`config.mk`:
```
export PLATFORM = sky130hd
export DESIGN_NAME = recepcao_serial_bcd_flat
export DESIGN_NICKNAME = d
export VERILOG_FILES = /design/src/rtl/recepcao_serial_bcd_if.sv /design/src/rtl/recepcao_serial_bcd.sv /design/src/flat_wrapper.sv
export SDC_FILE = /design/constraint.sdc
export NUM_CORES = 1
export LEC_CHECK = 0
export CORE_MARGIN = 2
export CORE_UTILIZATION = 32
export CTS_CLUSTER_DIAMETER = 60
export DETAILED_ROUTE_END_ITERATION = 10
export PLACE_DENSITY = 0.63
export SYNTH_ARGS = -nofsm -noshare
export SYNTH_HDL_FRONTEND = slang
export SYNTH_SLANG_ARGS = --single-unit
```
`constraint.sdc`:
```
create_clock -name clock -period 1.9 [get_ports clock]
set_clock_uncertainty 0.05 [all_clocks]
set_input_delay 0.285 -clock clock [delete_from_list [all_inputs] [get_ports clock]]
set_output_delay 0.285 -clock clock [all_outputs]
set_load 0.03 [all_outputs]
```
`src/rtl/recepcao_serial_bcd_if.sv`:
```
// Byte-in / BCD-out bundle of the serial frame parser.
//   master: UART RX side and consumer (drives dado_recebido/recebido, reads results)
//   slave : the parser (reads the byte strobe, drives digits, pulses and debug state)
interface recepcao_serial_bcd_if;
  logic [7:0] dado_recebido;
  logic       recebido;
  logic [3:0] centena;
  logic [3:0] dezena;
  logic [3:0] unidade;
  logic       pronto;
  logic       erro;
  logic       ocupado;
  logic [3:0] db_estado;

  modport master (
    output dado_recebido, recebido,
    input  centena, dezena, unidade, pronto, erro, ocupado, db_estado
  );

  modport slave (
    input  dado_recebido, recebido,
    output centena, dezena, unidade, pronto, erro, ocupado, db_estado
  );
endinterface

```
`src/rtl/recepcao_serial_bcd.sv`:
```
// Receive-side parser for ASCII frames "DDD#" coming from the UART RX.
// Validates each frame and publishes three BCD digits with a one-cycle pronto
// pulse; rejected frames give a one-cycle erro pulse and keep the old digits.
// Ports:
//   clock  - system clock, rising edge
//   reset  - asynchronous, active-low
//   bus    - recepcao_serial_bcd_if.slave (dado_recebido, recebido in;
//            centena, dezena, unidade, pronto, erro, ocupado, db_estado out)
// Optional feature: define RECEPCAO_TIMEOUT_EN to build the inter-byte
// timeout (TIMEOUT_CICLOS idle cycles abort a partial frame).
module recepcao_serial_bcd #(
  parameter int unsigned TIMEOUT_CICLOS = 50000
) (
  input  logic                  clock,
  input  logic                  reset,
  recepcao_serial_bcd_if.slave  bus
);

  typedef enum logic [3:0] {
    ESPERA_CENTENA = 4'b0000,
    ESPERA_DEZENA  = 4'b0001,
    ESPERA_UNIDADE = 4'b0010,
    ESPERA_HASHTAG = 4'b0011,
    FIM            = 4'b0100,
    FALHA          = 4'b1111
  } estado_t;

  localparam logic [7:0] HASHTAG = 8'h23;

  estado_t    r_estado;
  estado_t    w_prox;
  logic [3:0] r_sh_c, r_sh_d, r_sh_u;
  logic [3:0] r_centena, r_dezena, r_unidade;
  logic       r_pronto, r_erro, r_ocupado;
  logic       w_digito;
  logic       w_em_quadro;
  logic       w_timeout;
  logic       w_grava_c, w_grava_d, w_grava_u, w_publica;

  assign w_digito    = (bus.dado_recebido >= 8'h30) && (bus.dado_recebido <= 8'h39);
  assign w_em_quadro = (r_estado == ESPERA_DEZENA) || (r_estado == ESPERA_UNIDADE) ||
                       (r_estado == ESPERA_HASHTAG);

`ifdef RECEPCAO_TIMEOUT_EN
  localparam int unsigned CNT_W = (TIMEOUT_CICLOS > 1) ? $clog2(TIMEOUT_CICLOS) : 1;

  logic [CNT_W-1:0] r_cnt;

  // Idle-cycle counter; only runs while a frame is partially received.
  always_ff @(posedge clock or negedge reset) begin
    if (!reset) begin
      r_cnt <= '0;
    end else if (!w_em_quadro || bus.recebido) begin
      r_cnt <= '0;
    end else begin
      r_cnt <= r_cnt + CNT_W'(1);
    end
  end

  // A strobe in the expiry cycle wins over the timeout.
  assign w_timeout = w_em_quadro && !bus.recebido &&
                     (r_cnt == CNT_W'(TIMEOUT_CICLOS - 1));
`else
  // No counter in this build: TIMEOUT_CICLOS has no effect.
  assign w_timeout = (TIMEOUT_CICLOS == 32'd0) && 1'b0;
`endif

  // Next state and shadow/publish strobes.
  always_comb begin
    w_prox    = r_estado;
    w_grava_c = 1'b0;
    w_grava_d = 1'b0;
    w_grava_u = 1'b0;
    w_publica = 1'b0;
    case (r_estado)
      // fim/falha last one cycle and evaluate a strobe like espera_centena.
      ESPERA_CENTENA, FIM, FALHA: begin
        w_prox = ESPERA_CENTENA;
        if (bus.recebido) begin
          if (w_digito) begin
            w_prox    = ESPERA_DEZENA;
            w_grava_c = 1'b1;
          end else if (bus.dado_recebido != HASHTAG) begin
            w_prox = FALHA;
          end
        end
      end
      ESPERA_DEZENA: begin
        if (bus.recebido) begin
          if (w_digito) begin
            w_prox    = ESPERA_UNIDADE;
            w_grava_d = 1'b1;
          end else begin
            w_prox = FALHA;
          end
        end else if (w_timeout) begin
          w_prox = FALHA;
        end
      end
      ESPERA_UNIDADE: begin
        if (bus.recebido) begin
          if (w_digito) begin
            w_prox    = ESPERA_HASHTAG;
            w_grava_u = 1'b1;
          end else begin
            w_prox = FALHA;
          end
        end else if (w_timeout) begin
          w_prox = FALHA;
        end
      end
      ESPERA_HASHTAG: begin
        if (bus.recebido) begin
          if (bus.dado_recebido == HASHTAG) begin
            w_prox    = FIM;
            w_publica = 1'b1;
          end else begin
            w_prox = FALHA;
          end
        end else if (w_timeout) begin
          w_prox = FALHA;
        end
      end
      default: w_prox = ESPERA_CENTENA;
    endcase
  end

  // State, shadow digits and registered Moore outputs.
  always_ff @(posedge clock or negedge reset) begin
    if (!reset) begin
      r_estado  <= ESPERA_CENTENA;
      r_sh_c    <= 4'd0;
      r_sh_d    <= 4'd0;
      r_sh_u    <= 4'd0;
      r_centena <= 4'd0;
      r_dezena  <= 4'd0;
      r_unidade <= 4'd0;
      r_pronto  <= 1'b0;
      r_erro    <= 1'b0;
      r_ocupado <= 1'b0;
    end else begin
      r_estado  <= w_prox;
      r_pronto  <= (w_prox == FIM);
      r_erro    <= (w_prox == FALHA);
      r_ocupado <= (w_prox == ESPERA_DEZENA) || (w_prox == ESPERA_UNIDADE) ||
                   (w_prox == ESPERA_HASHTAG);
      if (w_grava_c) r_sh_c <= bus.dado_recebido[3:0];
      if (w_grava_d) r_sh_d <= bus.dado_recebido[3:0];
      if (w_grava_u) r_sh_u <= bus.dado_recebido[3:0];
      if (w_publica) begin
        r_centena <= r_sh_c;
        r_dezena  <= r_sh_d;
        r_unidade <= r_sh_u;
      end
    end
  end

  assign bus.centena   = r_centena;
  assign bus.dezena    = r_dezena;
  assign bus.unidade   = r_unidade;
  assign bus.pronto    = r_pronto;
  assign bus.erro      = r_erro;
  assign bus.ocupado   = r_ocupado;
  assign bus.db_estado = r_estado;

endmodule

```
`src/flat_wrapper.sv`:
```
// flat-port wrapper written by rule: the top's interface ports become plain ports
module recepcao_serial_bcd_flat 
#(
  parameter int unsigned TIMEOUT_CICLOS = 50000
)
  (clock, reset, bus_dado_recebido, bus_recebido, bus_centena, bus_dezena, bus_unidade, bus_pronto, bus_erro, bus_ocupado, bus_db_estado);
  recepcao_serial_bcd_if bus_i ();
  input  logic clock;
  input  logic reset;
  input wire logic [$bits(bus_i.dado_recebido)-1:0] bus_dado_recebido;
  input wire logic [$bits(bus_i.recebido)-1:0] bus_recebido;
  output wire logic [$bits(bus_i.centena)-1:0] bus_centena;
  output wire logic [$bits(bus_i.dezena)-1:0] bus_dezena;
  output wire logic [$bits(bus_i.unidade)-1:0] bus_unidade;
  output wire logic [$bits(bus_i.pronto)-1:0] bus_pronto;
  output wire logic [$bits(bus_i.erro)-1:0] bus_erro;
  output wire logic [$bits(bus_i.ocupado)-1:0] bus_ocupado;
  output wire logic [$bits(bus_i.db_estado)-1:0] bus_db_estado;
  assign bus_i.dado_recebido = bus_dado_recebido;
  assign bus_i.recebido = bus_recebido;
  assign bus_centena = bus_i.centena;
  assign bus_dezena = bus_i.dezena;
  assign bus_unidade = bus_i.unidade;
  assign bus_pronto = bus_i.pronto;
  assign bus_erro = bus_i.erro;
  assign bus_ocupado = bus_i.ocupado;
  assign bus_db_estado = bus_i.db_estado;
  recepcao_serial_bcd #(.TIMEOUT_CICLOS(TIMEOUT_CICLOS)) u_core (.clock(clock), .reset(reset), .bus(bus_i));
endmodule
```
==> metrics, run 1 <==
n_diodes=0; post-route cell area=between 2000 and 2500 µm²; vias in the first global route=about 1100; Fill cells=386; chip width=approximately 71 µm; # DRC=0; GRT Util Overall=between 10% and 20%; Detail Route Antenna Nets=0; DP HPWL=about 2300 µm; Detailed Routing Iterations Pass 1=6; Cell Rows=24; crit end category=register; worst path cell trace=buf_4, nor2_1, a31oi_2, o211ai_2, nor2_4, buf_12, mux2_4; worst hold slack=351 ps; largest net degree at the start of global routing=32; Power, Total=roughly 3200 µW; Slew Viols, Final=0; register bit total from synthesis=31; clock root buffer=clkbuf_8; Mapped Area=approximately 1400 µm²; cts hold-fix bufs=0; Yosys top cell area share=between 50% and 60%; Max Root-Sink Buffers=2; setup violators final=0; layout cells sized above 1=between 40% and 50%; Max VDD drop=just under 500 µV; final wirelength=roughly 3200 µm; synth warn=0; Period Utilization, post-route=a little over nine tenths; commonest non-fill, non-tap cell in the layout=dfrtp_1; wire per inst=14.9 µm; critical path arrival=just under 2000 ps; quantity of I/O buffers inserted on ports=29; area grow syn2layout=46.5%; status=finished, final reports clean; first-pass GRT wire length=around 5200 µm; worst-path fanout max=9; Mapped Cells=108; nets@finish=between 150 and 200; CP Launch Type=register; LEAKAGE=approximately 0.001 µW; routed via count=1054; post-synth net total=about 120; I/O pin total=30; First DRT Iteration DRCs=68; RSZ-0062 raised after global routing=false; H-tree lvl count=2; Util after Layout=approximately half; Initial Util=approximately a third; PwrDens=between 1500 and 2000 nW/µm²; required time worst endpoint=2010 ps; top post-synthesis cells by area=dfrtp_1 (54%), mux2_2 (12%), mux2_4 (9.4%); measured slew at the worst slew-check pin=396 ps; clk_lat worst skew=between 200 and 300 ps; Congestion Overflow GR=0; GPL Wtd Cong=0.807; critical path's slowest cell=dfrtp_2; initial antenna violation count=0; Sink Count=31; Via density=just under 5; Num CTS Buffers=5; post-CTS setup repair buffer count=0; final hold viol count=0; CTS tree=yes; min-delay worst type=in -> async; commonest non-fill, non-tap cells in the layout=dfrtp_1 (29), clkdlybuf4s50_1 (22), buf_4 (20); core area=around 4400 µm²; Worst-path clk slew=approximately 60 ps; Crit Path Class=reg -> reg; Die H=approximately 71 µm; Post-DP Area=1940 µm²; fmax=0.548 GHz; Mean Syn Cell Area=approximately 13 µm²; synth unique cells=29; slew margin rel.=between 70% and 80%; fraction of the yosys area taken by sequential cells=53.8%; Final min period=about 1800 ps; die area=5060 µm²; Max-Cap Viols=0; biggest area consumer among synthesized cells=dfrtp_1; max incr delay on CP=440 ps
-- layer usage --
| metal | up-vias | GRT usage [%] | wire, µm |
|---|---|---|---|
| met1 | 516 | 18.0 | 1450 |
| met4 | 0 | 5.66 | 26 |
| li1 | 500 | - | - |
| met3 | 2 | 4.27 | 171 |
| met5 | - | 0 | 0 |
| met2 | 36 | 21.3 | 1540 |
-- state kept, by name (all words and copies together) (netlist names) --
register	flops
u_core.bus.erro	1
u_core.r_sh_c	4
u_core.bus.centena	4
u_core.bus.db_estado	4
u_core.r_sh_u	4
u_core.bus.ocupado	1
u_core.bus.pronto	1
u_core.bus.unidade	4
u_core.bus.dezena	4
u_core.r_sh_d	4
-- area by class of cell --
type,instances,area [µm²],area share [%]
repair buffers,51,490,23.2
multi-input cells,72,683,32.3
inverters,2,7.51,0.355
clock inverters,1,5.00,0.237
flip-flops and latches,31,778,36.8
well taps,52,65.1,3.08
clock buffers,6,82.6,3.91
-- critical path: cells and delay by family, from the launching register on --
family                 cells  cell delay (ps)
AOI/OAI and AO/OA          2              310
buffers and inverters      2              340
DFF                        1              440
muxes                      1              290
and+or+nand+nor            2              290
-- where the power goes --
group | leakage (µW) | switching, µW | internal (µW) | total (µW)
Clock | 0.0000470 | 223 | 283 | 507
Sequential | 0.000416 | 170 | 893 | 1060
Combinational | 0.000534 | 804 | 804 | 1610
Total | 0.000998 | 1200 | 1980 | 3180
-- repair_timing --
item | 4_1_cts | 5_1_grt
gates resized for setup | 12 | 9
endpoints found under the hold margin | 0 | 0
pin swaps | 4 | 1
endpoints found under the setup margin | 20 | 25
cloned | 1 | 0
-- path summary, 6_finish.rpt --
| check | from | endpoint | cells after the start | slack, ps |
|---|---|---|---|---|
| hold reg to reg | u_core.r_sh_d[0] | u_core.bus.dezena[0] | 1 | 450 |
| setup / recovery | u_core.bus.db_estado[0] | u_core.bus.centena[3] | 7 | 80 |
| setup reg to reg | u_core.bus.db_estado[0] | u_core.bus.centena[3] | 7 | 80 |
| hold / removal | reset | u_core.bus.unidade[2] | 2 | 350 |
| min in group clock | u_core.r_sh_d[0] | u_core.bus.dezena[0] | 1 | 450 |
| max in group asynchronous | reset | u_core.bus.db_estado[1] | 2 | 1130 |
-- cells in the mapped netlist, drive strengths merged --
cell type,number
buf,3
nand3,4
or3b,1
nand2,8
nor3b,1
o2bb2ai,1
a21oi,3
o211ai,2
nor2,5
and4,1
nor2b,3
a32o,1
a21o,2
o21ai,5
o221ai,2
and3,1
and2,2
nand4bb,1
dfrtp,31
inv,2
a31oi,2
mux2,24
nor3,2
o31a,1
-- through the flow --
stage | TNS (ps) | worst slack [ps] | cells
after floorplan | 0 | 2.68 | 108
after global placement | -7210 | -349 | 207
after detailed placement | -7570 | -391 | 207
after CTS | 0 | 7.10 | 215
after global routing | 0 | 14.5 | 215
final | 0 | 75.2 | 215
-- cells by family (layout without fill, tap and decap cells) --
group | Yosys count | count (layout) | share of synthesized area, %
DFF | 31 | 31 | 53.8
and+or+nand+nor | 29 | 29 | 12.4
muxes | 24 | 24 | 21.1
AOI/OAI and AO/OA | 19 | 19 | 10.1
buffers and inverters | 5 | 60 | 2.60
(Power assumes the default switching activity.)
==> inputs of run 2 (changes only) <==
Settings changed: REMOVE_ABC_BUFFERS set to 1.
==> run 2 against run 1 <==
  * Maximum frequency fell by 2.3%
  * Clock power fell by 4%
  * Setup slack got worse by 44 ps
  * Combinational power fell by 3%
  * Count of clock-buffer cells in the layout fell by 1
  * Die area did not move
  * First-iteration DRC count fell by 66%
  * Global-route usage rose by 0.37 points
  * Worst hold slack got worse by 16 ps
  * Utilization fell by 0.98 points
  * Cell count did not move
==> metrics, run 2 (synthesis results as in run 1) <==
clock root buffer=clkbuf_8; largest net degree at the start of global routing=32; measured slew at the worst slew-check pin=between 300 and 400 ps; WL met1=1390 µm; Num CTS Buffers=5; core area=around 4400 µm²; critical path's slowest cell=clkdlybuf4s50_1; Reg area=between 700 and 800 µm²; RSZ-0062 raised after global routing=false; Worst-path clk slew=70 ps; Period Utilization, post-route=between 90% and 100%; critical path arrival=roughly 2000 ps; final wirelength=between 3000 and 4000 µm; quantity of I/O buffers inserted on ports=29; layout cells sized above 1=39.3%; post-CTS setup repair buffer count=0; Power, Total=between 3000 and 4000 µW; GPL Wtd Cong=between 0.9 and 1; Cell Rows=24; First DRT Iteration DRCs=23; fmax=approximately 0.54 GHz; Sink Count=31; clk_lat worst skew=~270 ps; Detail Route Antenna Nets=0; Max VDD drop=about 800 µV; chip width=around 70 µm; total negative setup slack=0 ps; commonest non-fill, non-tap cell in the layout=dfrtp_1; Max-Cap Viols=0; area grow syn2layout=43.6%; LEAKAGE=about 0.00097 µW; met3 wire length=approximately 200 µm; nets@finish=173; I/O pin total=30; Max Root-Sink Buffers=2; Highest Signal Layer=met4; met2 WL=~1500 µm; PwrDens=between 1500 and 2000 nW/µm²; CP top delay family=buffers and inverters; Initial Util=between 30% and 40%; die area=5060 µm²; footprint of the multi-input gates=664 µm²; Via density=roughly 5; Crit Path Class=in -> reg; worst-path fanout max=7; DP HPWL=~2300 µm; Bufs and invs on worst path=2; final hold viol count=0; worst path cell trace=clkdlybuf4s50_1, o21ai_2, and2_4, o221ai_2, nor2_4, buf_12, mux2_4; Die H=71.1 µm; routed via count=between 1000 and 1500; Detailed Routing Iterations Pass 1=4; setup violators final=0; required time worst endpoint=roughly 2000 ps; wire per inst=14.7 µm; GRT Util Overall=14.1%; CTS tree=yes; slew margin rel.=about three quarters; crit end category=register; Fill cells=roughly 370; status=finished, final reports clean; initial antenna violation count=0; CP Launch Type=input port; n_diodes=0; first-pass GRT wire length=5490 µm; max incr delay on CP=480 ps; # DRC=0; vias in the first global route=between 1000 and 1500; commonest non-fill, non-tap cells in the layout=dfrtp_1 (30), clkdlybuf4s50_1 (22), buf_4 (19); Final min period=1870 ps; Slew Viols, Final=0; H-tree lvl count=2; min-delay worst type=in -> async; worst hold slack=335 ps; Congestion Overflow GR=0
[run 2: cell count changes in the layout (fill, tap and decap cells not counted), sizes merged]
cell,change
clkbuf,-1
clkinv,+2
dlymetal6s2s,-3
dlygate4sd2,+3
buf,-1
[run 2: final timing paths]
check | depth (start not counted) | from | end | slack [ps]
hold / removal | 2 | reset | u_core.bus.unidade[0] | 340
setup reg to reg | 6 | u_core.bus.db_estado[0] | u_core.bus.unidade[3] | 100
hold reg to reg | 1 | u_core.r_sh_u[1] | u_core.bus.unidade[1] | 450
setup / recovery | 7 | bus_dado_recebido[2] | u_core.bus.unidade[3] | 30
max in group asynchronous | 2 | reset | u_core.bus.db_estado[0] | 1150
min in group clock | 1 | u_core.r_sh_u[1] | u_core.bus.unidade[1] | 450
[run 2: through the flow]
stage / std cells / cell area (µm²) / util, % / setup WS, ps
4_1_cts: 215 / 2050 / 47.1 / 7.02
6_report: 215 / 2070 / 47.5 / 31.4
3_3_place_gp: 206 / 1930 / 44.3 / -345
5_1_grt: 215 / 2070 / 47.5 / 0.175
2_1_floorplan: 105 / 1410 / - / -136
3_5_place_dp: 206 / 1930 / 44.3 / -394
[run 2: final cells by class]
| class | instances | area share (%) |
|---|---|---|
| Multi-Input combinational cell | 72 | 32.1 |
| Timing Repair Buffer | 50 | 22.8 |
| Clock inverter | 3 | 0.726 |
| Sequential cell | 31 | 37.5 |
| Tap cell | 52 | 3.14 |
| Inverter | 2 | 0.363 |
| Clock buffer | 5 | 3.33 |
[run 2: where the power goes]
| part | total, µW | internal [µW] | switching [µW] |
|---|---|---|---|
| Combinational | 1560 | 763 | 794 |
| Sequential | 1060 | 891 | 171 |
| Clock | 489 | 250 | 240 |
| Total | 3110 | 1900 | 1200 |
[run 2: metal layers]
layer,up-vias,track usage (%)
li1,498,-
met1,538,17.3
met2,39,22.6
met3,6,4.70
met4,0,6.50
met5,-,0
[run 2: timing repair]
| item | CTS | global route |
|---|---|---|
| gates cloned | 1 | 0 |
| resized for setup | 15 | 3 |
| hold endpoints to repair | 0 | 0 |
| pin swaps | 5 | 3 |
| endpoints found under the setup margin | 21 | 16 |
| hold buffers | 0 | 0 |
==> inputs of run 3 (changes only) <==
Settings changed: CORE_MARGIN 2 to unset, SETUP_SLACK_MARGIN set to 0.2.
==> run 3 against run 2 <==
  * First-iteration DRC count up 70%
  * Sequential share of layout area shrank 2.4 points
  * Combinational power increased by 19%
  * Register-to-register slack better by 50 ps
  * Highest routed layer unchanged
  * Clock power fell by 3%
  * Die area fell by 5.5%
  * Largest cell class unchanged
  * Design area increased by 7.2%
==> metrics, run 3 (synthesis results as in run 1) <==
status=finished, final reports clean; Max-Cap Viols=0; Slew Viols, Final=0; pre-CTS WS=-380 ps; commonest non-fill, non-tap cells in the layout=dfrtp_1 (28), buf_4 (27), clkdlybuf4s50_1 (17); footprint of the multi-input gates=between 700 and 800 µm²; RSZ-0062 raised after global routing=true; Via density=about 4.9; GPL Wtd Cong=~0.79; Period Utilization, post-route=around 92%; PwrDens=1530 nW/µm²; Switching Power=1280 µW; Worst-path clk slew=roughly 60 ps; largest net degree at the start of global routing=32; CP Launch Type=register; Max Root-Sink Buffers=2; setup violators final=0; n_diodes=0; vias in the first global route=1173; wire per inst=around 15 µm; required time worst endpoint=2010 ps; chip width=between 60 and 70 µm; R2R setup slack=~150 ps; Clk pwr share=14.0%; I/O pin total=30; worst-path fanout max=7; Crit Path Class=reg -> reg; post-route non-filler standard cell count=between 200 and 250; nets@finish=approximately 190; fmax=between 0.5 and 0.6 GHz; quantity of I/O buffers inserted on ports=29; GRT Util Overall=between 10% and 20%; crit end category=register; switching part of the total power=37.7%; min-delay worst type=in -> async; first-pass GRT wire length=approximately 5500 µm; Cell Rows=24; final setup margin=approximately 150 ps; # DRC=0; First DRT Iteration DRCs=39; initial antenna violation count=0; Max VDD drop=~500 µV; Reg area=about 780 µm²; DP HPWL=around 2200 µm; routed via count=around 1100; final hold viol count=0; layout cells sized above 1=between 40% and 50%; core area=4350 µm²; final wirelength=roughly 3300 µm; Die H=between 60 and 70 µm; RR Startpoint=u_core.bus.db_estado[0]; Fill cells=~380; clk_lat worst skew=between 200 and 300 ps; cts hold-fix bufs=0; slew margin rel.=74.3%; Sink Count=31; Reg power frac=31.3%; area grow syn2layout=53.9%; CTS tree=yes; Power, Total=around 3400 µW; Congestion Overflow GR=0; total negative setup slack=0 ps; Comb pwr share=between 50 and 60%; critical path arrival=between 1500 and 2000 ps; Detail Route Antenna Nets=0; Worst R2R Path Depth=6; Initial Util=between 30 and 40%; measured slew at the worst slew-check pin=roughly 380 ps; H-tree lvl count=2; RR Endpoint=u_core.bus.centena[0]; die area=between 4000 and 5000 µm²; Num CTS Buffers=5; worst hold slack=346 ps; Pint=between 2000 and 2500 µW; placed cell count=204; Final min period=approximately 1800 ps; clock root buffer=clkbuf_8; commonest non-fill, non-tap cell in the layout=dfrtp_1; Detailed Routing Iterations Pass 1=4; LEAKAGE=0.00104 µW
run 3: cell types whose count changed in the layout (fill, tap and decap cells not counted), moves of 2 or more:
cell,before,now
clkdlybuf4s15_1,0,3
o221ai_2,2,0
dlygate4sd2_1,7,9
dfrtp_2,1,3
o21ai_2,1,3
o21ai_1,2,0
buf_6,0,4
clkbuf_1,0,2
clkinv_2,3,1
buf_4,19,27
o221ai_4,0,2
dfrtp_1,30,28
clkdlybuf4s50_1,22,17
run 3: power groups by stage:
stage | combinational [µW] | clock [µW] | sequential (µW)
after global placement | 1450 | 0 | 1060
after floorplan | 555 | 0 | 1390
final | 1860 | 476 | 1060
after detailed placement | 1480 | 0 | 1080
after CTS | 1710 | 494 | 1060
after global routing | 1970 | 528 | 1100
run 3: cell type report:
class | instances | area share [%]
multi-input cells | 72 | 32.1
well taps | 52 | 2.93
clock inverters | 1 | 0.226
repair buffers | 62 | 25.8
inverters | 2 | 0.338
clock buffers | 7 | 3.44
flip-flops and latches | 31 | 35.1
run 3: what timing repair did:
item,4_1_cts,5_1_grt
pin swaps,11,4
buffers inserted,12,2
cloned,1,0
hold endpoints to repair,0,0
resized for setup,32,12
setup endpoints to repair,29,21
run 3: worst max path at each step:
stage,start,endpoint,slack [ps],cells after the start
finish,u_core.bus.db_estado[0],u_core.bus.centena[0],150,6
global route,u_core.bus.db_estado[0],u_core.bus.unidade[3],60,6
CTS,u_core.bus.db_estado[0],u_core.bus.unidade[3],120,6
detailed placement,bus_dado_recebido[7],u_core.bus.unidade[3],-380,7
global placement,bus_dado_recebido[7],u_core.bus.dezena[3],-350,7
floorplan,u_core.bus.db_estado[0],u_core.bus.centena[3],-140,5
run 3: metal layers:
| metal | vias to the layer above | GRT usage (%) | wire, µm |
|---|---|---|---|
| met2 | 37 | 24.4 | 1730 |
| met1 | 549 | 17.8 | 1370 |
| met5 | - | 0 | 0 |
| met4 | 0 | 7.26 | 46 |
| li1 | 526 | - | - |
| met3 | 6 | 4.68 | 151 |
run 3: worst max-delay path: stages, from the launching register on:
cell and delay, ps:
dfrtp_2 420, buf_4 180, and2_1 160, o211ai_2 140
nor2_4 230, clkbuf_16 180, mux2_4 280
run 3: per-stage QoR:
stage | cell area (µm²) | util (%)
global placement | 1910 | 44.0
CTS | 2150 | 49.3
floorplan | 1410 | -
finish | 2220 | 50.9
global route | 2220 | 50.9
detailed placement | 1910 | 44.0
